### src/rtl/cb_pkg.sv
// -----------------------------------------------------------------------------
// cb_pkg
// Shared definitions for the CB address sequencing blocks:
//   - default slot/group geometry (last slot index, group stride, base address)
//   - sequencer FSM state encoding
//   - helper functions: slot counter width and the shift-enable thermometer bit
// -----------------------------------------------------------------------------
package cb_pkg;

    localparam int STATE_CNT_MAX_DEF = 5;
    localparam int GROUP_STRIDE_DEF  = 6;
    localparam int BASE_ADDR_DEF     = 0;

    typedef enum logic [1:0] {
        SEQ_IDLE = 2'd0,
        SEQ_RUN  = 2'd1,
        SEQ_DONE = 2'd2
    } seq_state_e;

    // Width needed to hold slot indices 0..cnt_max (at least one bit).
    function automatic int slot_w(input int cnt_max);
        return (cnt_max > 0) ? $clog2(cnt_max + 1) : 1;
    endfunction

    // One bit of the shift-enable thermometer: stage 'stage' is enabled once
    // the slot index has passed it, and every stage drops in the last slot of
    // the group so the shift pipeline flushes before the next group starts.
    function automatic logic en_bit(input int slot, input int stage, input int cnt_max);
        return (slot > stage) && (slot < cnt_max);
    endfunction

endpackage

### src/rtl/cb_slot_counter.sv
// -----------------------------------------------------------------------------
// cb_slot_counter
// Nested slot/group counter for the CB address sequencer. The slot counter
// runs 0..STATE_CNT_MAX; on wrap the group counter increments.
//
// Ports:
//   clk        in   system clock
//   sys_rst_n  in   asynchronous active-low reset
//   clear      in   load both counters with 0 (sweep start)
//   advance    in   step the counters by one slot (low = hold)
//   lm         in   last group index of the current sweep
//   state_nxt  out  slot index after this clock edge
//   group_nxt  out  group index after this clock edge
//   terminal   out  current slot is the last slot of the last group
// -----------------------------------------------------------------------------
module cb_slot_counter
    import cb_pkg::*;
#(
    parameter int ROW_LEN       = 10,
    parameter int STATE_CNT_MAX = STATE_CNT_MAX_DEF,
    localparam int SLOT_W       = slot_w(STATE_CNT_MAX)
) (
    input  logic               clk,
    input  logic               sys_rst_n,
    input  logic               clear,
    input  logic               advance,
    input  logic [ROW_LEN-1:0] lm,
    output logic [SLOT_W-1:0]  state_nxt,
    output logic [ROW_LEN-1:0] group_nxt,
    output logic               terminal
);

    logic [SLOT_W-1:0]  state_cnt;
    logic [ROW_LEN-1:0] group_cnt;
    logic               last_slot;

    assign last_slot = (state_cnt == SLOT_W'(STATE_CNT_MAX));
    assign terminal  = last_slot && (group_cnt == lm);

    // NOTE: every variable gets a default at the top of an always_comb so no
    // path leaves it unassigned; otherwise synthesis infers a latch.
    always_comb begin
        state_nxt = state_cnt;
        group_nxt = group_cnt;
        if (clear) begin
            state_nxt = '0;
            group_nxt = '0;
        end else if (advance) begin
            if (last_slot) begin
                state_nxt = '0;
                group_nxt = group_cnt + 1'b1;
            end else begin
                state_nxt = state_cnt + 1'b1;
            end
        end
    end

    // NOTE: sequential state uses non-blocking assignments so every register
    // samples pre-edge values regardless of process ordering.
    always_ff @(posedge clk or negedge sys_rst_n) begin
        if (!sys_rst_n) begin
            state_cnt <= '0;
            group_cnt <= '0;
        end else begin
            state_cnt <= state_nxt;
            group_cnt <= group_nxt;
        end
    end

endmodule

### src/rtl/cb_addr_seq.sv
// -----------------------------------------------------------------------------
// cb_addr_seq
// Address sequencer feeding the CB address shift stage. On start it sweeps
// group 0 (robot) and landmarks 1..landmark_num, STATE_CNT_MAX+1 slots per
// group, emitting the BANK0 row base address, the shift-enable mask and the
// group parity. All outputs are registered.
//
// Ports:
//   clk           in   system clock
//   sys_rst_n     in   asynchronous active-low reset
//   start         in   sweep request pulse, accepted only when idle
//   hold          in   downstream stall: freezes counters and outputs in RUN
//   landmark_num  in   landmark count, sampled when start is accepted
//   din           out  row base address
//   en            out  shift-enable thermometer mask
//   dir           out  group parity (0 increment mode, 1 pure shift mode)
//   group_cnt     out  current group index
//   valid         out  din/en/dir meaningful
//   busy          out  sweep in progress
//   done          out  one-cycle pulse after the final slot
// -----------------------------------------------------------------------------
module cb_addr_seq
    import cb_pkg::*;
#(
    parameter int              L             = 4,
    parameter int              DW            = 16,
    parameter int              ROW_LEN       = 10,
    parameter int              STATE_CNT_MAX = STATE_CNT_MAX_DEF,
    parameter int              GROUP_STRIDE  = GROUP_STRIDE_DEF,
    parameter logic [DW-1:0]   BASE_ADDR     = DW'(BASE_ADDR_DEF)
) (
    input  logic               clk,
    input  logic               sys_rst_n,
    input  logic               start,
    input  logic               hold,
    input  logic [ROW_LEN-1:0] landmark_num,
    output logic [DW-1:0]      din,
    output logic [L-1:0]       en,
    output logic               dir,
    output logic [ROW_LEN-1:0] group_cnt,
    output logic               valid,
    output logic               busy,
    output logic               done
);

    localparam int SLOT_W = slot_w(STATE_CNT_MAX);

    seq_state_e         state_q, state_d;
    logic [ROW_LEN-1:0] lm_q;

    logic               cnt_clear, cnt_adv, lm_load;
    logic               out_run, out_finish, out_idle;

    logic [SLOT_W-1:0]  state_nxt;
    logic [ROW_LEN-1:0] group_nxt;
    logic               terminal;

    logic [DW-1:0]      din_calc;
    logic [L-1:0]       en_calc;

    cb_slot_counter #(
        .ROW_LEN       (ROW_LEN),
        .STATE_CNT_MAX (STATE_CNT_MAX)
    ) u_slot_counter (
        .clk       (clk),
        .sys_rst_n (sys_rst_n),
        .clear     (cnt_clear),
        .advance   (cnt_adv),
        .lm        (lm_q),
        .state_nxt (state_nxt),
        .group_nxt (group_nxt),
        .terminal  (terminal)
    );

    // Output values are computed from the counters' next values so the
    // registered outputs line up with the slot the counters move into.
    assign din_calc = BASE_ADDR + DW'(group_nxt) * DW'(GROUP_STRIDE) + DW'(state_nxt);

    always_comb begin
        en_calc = '0;
        for (int i = 0; i < L; i++) begin
            en_calc[i] = en_bit(int'(state_nxt), i, STATE_CNT_MAX);
        end
    end

    always_ff @(posedge clk or negedge sys_rst_n) begin
        if (!sys_rst_n) begin
            state_q <= SEQ_IDLE;
            lm_q    <= '0;
        end else begin
            state_q <= state_d;
            if (lm_load) begin
                lm_q <= landmark_num;
            end
        end
    end

    always_comb begin
        state_d    = state_q;
        cnt_clear  = 1'b0;
        cnt_adv    = 1'b0;
        lm_load    = 1'b0;
        out_run    = 1'b0;
        out_finish = 1'b0;
        out_idle   = 1'b0;
        unique case (state_q)
            SEQ_IDLE: begin
                if (start) begin
                    state_d   = SEQ_RUN;
                    cnt_clear = 1'b1;
                    lm_load   = 1'b1;
                    out_run   = 1'b1;
                end else begin
                    out_idle = 1'b1;
                end
            end
            SEQ_RUN: begin
                // With hold high nothing is asserted: counters and output
                // registers all keep their value.
                if (!hold) begin
                    if (terminal) begin
                        state_d    = SEQ_DONE;
                        out_finish = 1'b1;
                    end else begin
                        cnt_adv = 1'b1;
                        out_run = 1'b1;
                    end
                end
            end
            SEQ_DONE: begin
                state_d  = SEQ_IDLE;
                out_idle = 1'b1;
            end
            default: begin
                state_d  = SEQ_IDLE;
                out_idle = 1'b1;
            end
        endcase
    end

    // din/dir/group_cnt keep their last sweep value outside RUN; en is
    // cleared on finish so no shift stage stays enabled while idle.
    always_ff @(posedge clk or negedge sys_rst_n) begin
        if (!sys_rst_n) begin
            din       <= '0;
            en        <= '0;
            dir       <= 1'b0;
            group_cnt <= '0;
            valid     <= 1'b0;
            busy      <= 1'b0;
            done      <= 1'b0;
        end else if (out_run) begin
            din       <= din_calc;
            en        <= en_calc;
            dir       <= group_nxt[0];
            group_cnt <= group_nxt;
            valid     <= 1'b1;
            busy      <= 1'b1;
            done      <= 1'b0;
        end else if (out_finish) begin
            en        <= '0;
            valid     <= 1'b0;
            busy      <= 1'b0;
            done      <= 1'b1;
        end else if (out_idle) begin
            valid     <= 1'b0;
            busy      <= 1'b0;
            done      <= 1'b0;
        end
    end

endmodule

### config.mk
export PLATFORM = sky130hd
export DESIGN_NAME = cb_addr_seq
export DESIGN_NICKNAME = d
export VERILOG_FILES = /design/src/rtl/cb_pkg.sv /design/src/rtl/cb_slot_counter.sv /design/src/rtl/cb_addr_seq.sv
export SDC_FILE = /design/constraint.sdc
export NUM_CORES = 1
export LEC_CHECK = 0
export CAP_MARGIN = 0
export CELL_PAD_IN_SITES_DETAIL_PLACEMENT = 1
export CELL_PAD_IN_SITES_GLOBAL_PLACEMENT = 2
export CORE_MARGIN = 2
export CORE_UTILIZATION = 34
export CTS_BUF_LIST = sky130_fd_sc_hd__clkbuf_2
export CTS_CLUSTER_SIZE = 8
export DETAILED_ROUTE_END_ITERATION = 7
export PLACE_DENSITY_LB_ADDON = 0.1
export RECOVER_POWER = 25
export SLEW_MARGIN = 20
export SYNTH_ARGS = -nofsm -noshare
export SYNTH_HDL_FRONTEND = slang
export SYNTH_SLANG_ARGS = --single-unit
### constraint.sdc
create_clock -name clk -period 4.75 [get_ports clk]
set_input_delay 0.95 -clock clk [delete_from_list [all_inputs] [get_ports clk]]
set_output_delay 0.95 -clock clk [all_outputs]
set_load 0.005 [all_outputs]
# --- Word-level counts from Yosys, hierarchy flattened ---
# Index checks and enable logic that the tools add are counted.
classes:
  add_sub_neg: 3
  mul: 1
  div_mod_pow: 0
  n_lt_le_gt_ge: 5
  eq_ne: 6
  shift: 0
  muxes: 28
  bitwise: 0
  reduce_logical: 9
op_table:
  columns: ["operator", "count"]
  rows:
  - ["10-bit two-way mux", 3]
  - ["13-bit by 3-bit adder with 14-bit output", 1]
  - ["1-bit two-way mux", 14]
  - ["10-bit by 2-bit multiplier with 12-bit output, second input constant", 1]
  - ["10-bit by 1-bit adder with 10-bit output, second input constant", 1]
  - ["10-bit equality test", 1]
  - ["3-bit two-way mux", 3]
  - ["4-bit two-way mux", 2]
  - ["3-bit by 1-bit > comparator with 1-bit output, second input constant", 2]
  - ["3-bit by 2-bit > comparator with 1-bit output, second input constant", 2]
  - ["2-bit two-way mux", 3]
  - ["2-bit inequality test, second input constant", 3]
  - ["1-bit logical AND", 5]
  - ["1-bit one-hot mux with 2 select lines", 2]
  - ["2-bit one-hot mux with 2 select lines", 1]
  - ["3-bit by 1-bit adder with 3-bit output, second input constant", 1]
  - ["3-bit equality test, second input constant", 1]
  - ["3-bit less-than comparator, second input constant", 1]
  - ["3-bit AND reduction", 1]
  - ["3-bit nonzero test", 1]
  - ["2-bit by 1-bit equality test with 1-bit output, second input constant", 1]
  - ["2-bit zero test", 1]
  - ["2-bit nonzero test", 1]
word_totals:
  ff_bits: 58
  latch_bits: 0
  mem_bits_rw: 0
  mem_bits_ro: 0
  inputBits: 14
  elab_cells: 62
  n_memories: 0

# --- Logic depth before layout (Yosys ltp) ---
# Gate-level depths: netlist (run 1).
logic_depth:
  ltp_word: 10
  mapped_depth: 18
  depth_no_buf: 16

# --- Modules after synthesis ---
# A second synthesis (run 1) with hierarchy kept.
hier_totals:
  cells_unflattened: 336
  hier_area_um2: 3280.6
by_module_without_submodules:
  columns: ["mod", "n_inst", "cells_per_inst", "area_each_um2", "seq_area_each_um2"]
  rows:
  - ["cb_addr_seq", 1, 257, 2516.2, 1051.0]
  - ["cb_slot_counter", 1, 79, 764.5, 325.3]

# --- Worst setup path before layout (run 1) ---
# Ideal clock, no wire load.
synth_path:
  path_kind: "input to register"
  from: "input hold"
  to: "register din[12]"
  setup_time_ps: 126
  arrival_time_ps: 4324
  t_required_ps: 4624
  setup_slack_ps: 300
  cell_stages: 15
  path_cell_list: "or2_2 -> clkbuf_1 -> a31oi_1 -> clkbuf_1 -> nand2_1 -> xor2_1 -> nor2_1 -> ha_1 -> a21o_1 -> a211o_1 -> o31ai_1 -> o21ai_0 -> xnor2_1 -> nand2b_1 -> o311a_1"
synth_between:
  elab_chain_len: 6
  word_cells_on_any_way: 9
  classes_between: "1 x add/sub; 1 x mul; 7 x mux"
synth_rtl:
  columns: ["element", "line", "rtl"]
  rows:
  - ["start: declaration", "cb_addr_seq.sv:35", "input logic hold,"]
  - ["1-bit two-way mux", "cb_addr_seq.sv:120", "if (!hold) begin"]
  - ["1-bit two-way mux", "cb_addr_seq.sv:106", "unique case (state_q)"]
  - ["10-bit two-way mux", "cb_slot_counter.sv:48", "end else if (advance) begin"]
  - ["10-bit two-way mux", "cb_slot_counter.sv:45", "if (clear) begin"]
  - ["net group_nxt[3]", "cb_addr_seq.sv:55", "logic [ROW_LEN-1:0] group_nxt;"]
  - ["10-bit by 2-bit multiplier with 12-bit output", "cb_addr_seq.sv:77", "assign din_calc = BASE_ADDR + DW'(group_nxt) * DW'(GROUP_STRIDE) + DW'(state_nxt);"]
  - ["13-bit by 3-bit adder with 14-bit output", "cb_addr_seq.sv:77", null]
  - ["end signal: assignment", "cb_addr_seq.sv:153", "din <= din_calc;"]
  - ["end: declaration", "cb_addr_seq.sv:37", "output logic [DW-1:0] din,"]
# The timed path passes the listed nets, and every way through them passes these cells.
# A chain may end at the register's enable or synchronous reset.

# --- Worst setup path in the final report (run 1) ---
# Ends and elaborated chain as after synthesis.

==> run metrics, run 1 <==
largest family of logic cells by synthesized area simple AND/OR/NAND/NOR gates; cell taking the most area after synthesis dfrtp_1; ranking of synthesized cells by area dfrtp_1 (45%), nand2_1 (7.7%), xor2_1 (6.0%); critical path type input pin to flop; Max Cap Viol 1; Logic pwr share 0.436; Adder-Cell Fraction of Synth Area 0.0698; switching share of power 0.387; min-delay src din[8]; reg-to-reg startpoint u_slot_counter.group_cnt[2]; Site Rows 34; NumNets Final 424; CP startpoint kind input pin; DP HPWL 5950 um; post-synthesis xor/xnor area fraction 0.0966; Final Hold Viols 0; DRT iter0 DRCs 53; Mapped Cells 333; final cell count without fillers 503; # diodes 0; antenna violations before repair 0; CTS buffer count 5; final wirelength 8010 um; synthesized-area fraction occupied by and/or/nand/nor cells 0.214; setup violators final 0; post-synthesis compound-gate area fraction 0.120; Pwr Total 1.61 mW; Flop pwr share 0.438; Worst-Margin Slew 3.09 ns; H-tree lvl count 2; DP Cell Count 495; status finished, violations left; Leakage 1.81 nW; antenna viol nets, final 0; # fillers 1,028; Highest Clock Rate 233 MHz; power share of the clock group 0.126; most frequent cell after synthesis nand2_1; Core Area 0.00876 mm2; hold crit path type flop to flop; Die ar. 0.00985 mm2; Sink Count 55; Critical Path AT 4.69 ns; # hold bufs at CTS 0; Net Sw Power 0.623 mW; chip width 99.2 um; later-pin clock latency in the skew report 0.47 ns; Power Density 422 mW/mm2; cell-internal power 0.985 mW; area of placed instances 0.00377 mm2; WHS 0.523 ns; Chip Height 99.2 um; Final Cycle Share 0.902; Pre-antenna DRT Iters 4; required time of the critical path 5.15 ns; fin. max-slew vios 56; RSZ-0062 raised after global routing no; skew final 0.0147 ns; register area 0.00138 mm2; CP endpoint kind flop; area delta synth->final 23.4%; Slew HR -1.06; layout cell share with drive strength beyond 1 0.104; pin count of the biggest net entering global routing 56; via count 2,543; sequential area share after synthesis 0.446; Synth Cell Area 0.00308 mm2; global-route wire length before repair 14,200 um; Worst IR Drop VDD 153 uV; drt wl/cell 15.9 um; fin crit period 4.28 ns; multi-input logic area 0.00161 mm2; Post-synth ARST share 1.00; # port buffers 45; top_reg_cell synth dfrtp_1; Post-synth top cells nand2_1 (63), dfrtp_1 (55), nor2_1 (28), xor2_1 (21), o21ai_0 (16); Ports 48; vias per std cell 5.06; Yosys top cell area share 0.446; vias in the first global route 2,783; Resized Gates After CTS 0; Crit. Startpoint hold; DR DRC count 0; flops & latches, synth 55; Post-synth EDFFs 0; Starting Density 0.352; root buffer cell clkbuf_2; GR Overflow Total 0; clk buf depth 2; failing checks max-capacitance violations, max-slew violations; Syn Area/Cell 9.26 um2; CTS clk-pin slew, worst paths 0.29 ns; post-CTS repair timing setup buffer count 0; synth unique cells 47; GPL Wtd Cong 0.826; Max FO, Critical Path 5; GRT Total Usage 0.178; final instance area 0.00381 mm2; CTS tree done; multiplexer share of the synthesized area 0.0174; Synth Warn # 0
final cells by class:
type / instances / share of cell area
timing repair buffer: 70 / 0.165
inverter: 5 / 0.00493
clock inverter: 2 / 0.00329
sequential: 55 / 0.361
tap: 108 / 0.0355
clock buffer: 6 / 0.00789
multi-input combinational: 257 / 0.422
registers in the layout, indices dropped and copies added (netlist names):
signal	count
en	4
state_q	2
done	1
u_slot_counter.group_cnt	10
busy	1
lm_q	10
group_cnt	10
din	14
u_slot_counter.state_cnt	3
path summary, 6_finish.rpt:
check / cells after the start / end / slack [ns]
worst max-delay path: 15 / din[12] / 0.47
worst min-delay path: 2 / din[8] / 0.52
worst max register to register: 16 / din[12] / 0.66
worst min register to register: 2 / din[8] / 0.52
max in group asynchronous: 2 / group_cnt[8] / 1.52
min in group asynchronous: 2 / en[3] / 1.52
power groups by stage:
stage,Combinational [mW],Clock [mW],Sequential (mW)
finish,0.702,0.202,0.704
CTS,0.720,0.211,0.706
detailed placement,0.716,0,0.716
global route,0.807,0.226,0.725
floorplan,0.408,0,0.697
global placement,0.701,0,0.712
cell families after synthesis:
family          count (synthesis)
simple gates                  143
fa+ha+maj                      16
xor+xnor                       34
mux                             5
flops                          55
buf+inv                        22
other cells                     1
compound gates                 57
layer usage:
layer / vias up / track usage / part of all wire
met5: - / 0 / 0
met4: 0 / 0.0443 / 0.012
met3: 8 / 0.0225 / 0.028
met2: 38 / 0.291 / 0.46
met1: 1240 / 0.251 / 0.50
li1: 1257 / - / -
metrics by stage:
step	util	TNS, ns	setup WS (ns)
global placement	0.430	0	0.00242
global route	0.434	0	0.138
floorplan	-	0	0.300
finish	0.434	0	0.466
detailed placement	0.430	-0.133	-0.0873
CTS	0.435	0	0.455
worst max-delay path: stages:
cell             delay [ns]
clkdlybuf4s50_1        0.43
or2_2                  0.32
a31oi_1                0.31
nand3_1                0.18
nor2_1                 0.16
xnor2_1                0.10
nor2_1                 0.22
ha_1                   0.29
a21o_1                 0.19
a211o_1                0.29
o31ai_1                0.32
o21ai_0                0.17
xnor2_1                0.23
nand2b_1               0.19
o311a_1                0.35
cell usage in the layout (no fill, tap or decap), types with 3 or more instances in the layout:
cell             Yosys  layout
and3_1               4       4
a211oi_1             3       3
clkbuf_2             0       6
dfrtp_1             55      55
nor3b_1              3       3
a21o_1               6       6
xnor2_1             13      13
nor2_1              28      28
nor4_1               5       5
and2_1               3       3
mux2_2               3       3
nand3_1             14      14
clkdlybuf4s50_1      0      44
inv_1                5       5
o31ai_1              5       5
nand2_1             63      63
ha_1                14      14
o21ai_0             16      16
nand4_1              5       5
a31oi_1              3       3
nor3_1               4       4
a21oi_1             13      13
buf_4                4      24
xor2_1              21      21
nand2b_1             5       5
Power figures use the tool's default switching activity.
==> run 2: changes to the inputs <==
PLACE_DENSITY = 0.9   (was not set)
PLACE_DENSITY_LB_ADDON = not set   (was 0.1)
==> run 2 against run 1 <==
Net effect: the flow still finishes with violations (max-capacitance violations, max-slew violations); die area did not move; via count rose by 1.2%; worst hold slack improved by 0.0068 ns; total power fell by 1.9%; core utilization fell by 0.53 points; global-route usage fell by 0.70 points; non-clock buffer count fell by 5.
==> run metrics, run 2 (synthesis results as in run 1) <==
# diodes 0 (unchanged); skew final 0.0228 ns (+0.00807 ns); hold path cells 2 (unchanged); Worst IR Drop VDD 136 uV (-11%); register area 0.00138 mm2 (unchanged); max incr delay on CP 0.41 ns (-0.02 ns); GPL Wtd Cong 0.826 (about the same); DP HPWL 5930 um (-0.27%); via count 2,573 (+1.2%); DRT iter0 DRCs 92 (+74%); chip width 99.2 um (unchanged); reg-to-reg startpoint u_slot_counter.group_cnt[3]; # port buffers 45 (unchanged); layout cell share with drive strength beyond 1 0.0900 (-0.0138); multi-input logic area 0.00161 mm2 (unchanged); antenna violations before repair 0 (unchanged); CP endpoint kind flop; GRT Total Usage 0.171 (-0.00700); Leakage 1.78 nW (-1.5%); post-CTS repair timing setup buffer count 0 (unchanged); pin count of the biggest net entering global routing 56 (unchanged); vias in the first global route 2,822 (+1.4%); fin crit period 4.42 ns (+0.137 ns); Core Area 0.00876 mm2 (unchanged); max reg flops 14 (unchanged); # hold bufs at CTS 0 (unchanged); Power Density 419 mW/mm2 (-0.67%); Die ar. 0.00985 mm2 (unchanged); Sink Count 55 (unchanged); RSZ-0062 raised after global routing no; Highest Clock Rate 226 MHz (-3.1%); status finished, violations left; Starting Density 0.352 (unchanged); clk buf depth 2 (unchanged); largest reg by FF count din; final wirelength 7870 um (-1.7%); Max Cap Viol 1 (unchanged); final cell count without fillers 497 (-1.2%); failing checks max-capacitance violations, max-slew violations; global-route wire length before repair 13,600 um (-3.9%); Resized Gates After CTS 0 (unchanged); Site Rows 34 (unchanged); CP cell instances clkdlybuf4s50_1, or2_2, a31oi_1, nand3_1, nor2_1, xnor2_1, nor2_1, ha_1, a21o_1, a211o_1, o31ai_1, buf_4, xor2_1, nor2_1, nand2b_1, o311a_1; most common cell after layout, fill and taps aside nand2_1; Critical Path AT 4.81 ns (+0.12 ns); DP Cell Count 490 (-1.0%); Max FO, Critical Path 4 (-1); Most common cell on crit path nor2_1; min-delay src din[7]; drt wl/cell 15.8 um (-0.55%); CP startpoint kind input pin; DR DRC count 0 (unchanged); root buffer cell clkbuf_2; Slew HR -1.06 (about the same); final setup TNS 0 ns (unchanged); area delta synth->final 21.9%; Pre-antenna DRT Iters 4 (unchanged); r2r worst-path depth 16 (unchanged); # fillers 1,050 (+2.1%); area of placed instances 0.00373 mm2 (-1.0%); Worst-Margin Slew 3.09 ns (+0.000540 ns); NumNets Final 419 (-1.2%); Ports 48 (unchanged); CTS tree done; Chip Height 99.2 um (unchanged); r2r setup slk 0.57 ns (-0.09 ns); fin. max-slew vios 56 (unchanged); final instance area 0.00376 mm2 (-1.2%); antenna viol nets, final 0 (unchanged); setup violators final 0 (unchanged); CTS buffer count 5 (unchanged); later-pin clock latency in the skew report 0.45 ns (-0.02 ns); WHS Endpoint din[7]; required time of the critical path 5.14 ns (about the same); Critical R2R Capture din[12]; hold crit path type flop to flop; vias per std cell 5.18 (+2.4%); Final Cycle Share 0.931 (+0.0289); CTS clk-pin slew, worst paths 0.28 ns (about the same); H-tree lvl count 2 (unchanged); most frequent cells in the layout nand2_1 (63), dfrtp_1 (55), clkdlybuf4s50_1 (44), nor2_1 (28), xor2_1 (21); critical path type input pin to flop; Slowest-stage cell, CP clkdlybuf4s50_1; Final Hold Viols 0 (unchanged); GR Overflow Total 0 (unchanged)
==> run 2: cell types whose count changed in the layout (fill, tap and decap cells not counted) <==
cell	change
clkbuf_2	-1
clkinv_4	-1
clkinv_2	+1
buf_4	-5
==> run 2: how the worst max path moves through the flow <==
stage	startpoint	endpoint	slack, ns	cells after the start
2_1_floorplan	hold	din[12]	0.30	15
3_3_place_gp	hold	din[12]	-0.03	16
3_5_place_dp	hold	din[12]	-0.16	16
4_1_cts	hold	din[12]	0.35	16
5_1_grt	hold	din[12]	0.05	16
6_report	hold	din[12]	0.33	16
==> run 2: power by group <==
part | switching, mW | total (mW) | internal [mW] | leakage, nW
Combinational | 0.351 | 0.692 | 0.341 | 1.04
Sequential | 0.107 | 0.706 | 0.599 | 0.718
Clock | 0.148 | 0.179 | 0.0312 | 0.0262
Total | 0.605 | 1.58 | 0.972 | 1.78
==> run 2: final cells by class <==
cell class / instances / area share
multi-input combinational: 257 / 0.427
sequential: 55 / 0.366
timing repair buffer: 65 / 0.157
tap: 108 / 0.0359
clock buffer: 5 / 0.00665
inverter: 5 / 0.00499
clock inverter: 2 / 0.00233
==> run 2: stage by stage <==
stage	total power, mW	utilization	setup slack [ns]	hold WS, ns
floorplan	1.11	-	0.300	0.465
global placement	1.39	0.426	-0.0292	0.471
detailed placement	1.42	0.426	-0.159	0.478
CTS	1.60	0.430	0.351	0.535
global route	1.72	0.429	0.0515	0.563
finish	1.58	0.429	0.329	0.530
==> run 2: metal layers <==
layer / up-vias / global-route usage / wire, um
li1: 1247 / - / -
met1: 1282 / 0.211 / 3620
met2: 36 / 0.312 / 3950
met3: 8 / 0.0253 / 199
met4: 0 / 0.0443 / 97
met5: - / 0 / 0
==> run 2: worst max-delay path, delay by kind of cell <==
| kind | cells | cell delay, ns |
|---|---|---|
| compound gates | 5 | 1.49 |
| fa+ha+maj | 1 | 0.30 |
| simple gates | 6 | 1.26 |
| buf+inv | 2 | 0.59 |
| xor+xnor | 2 | 0.21 |
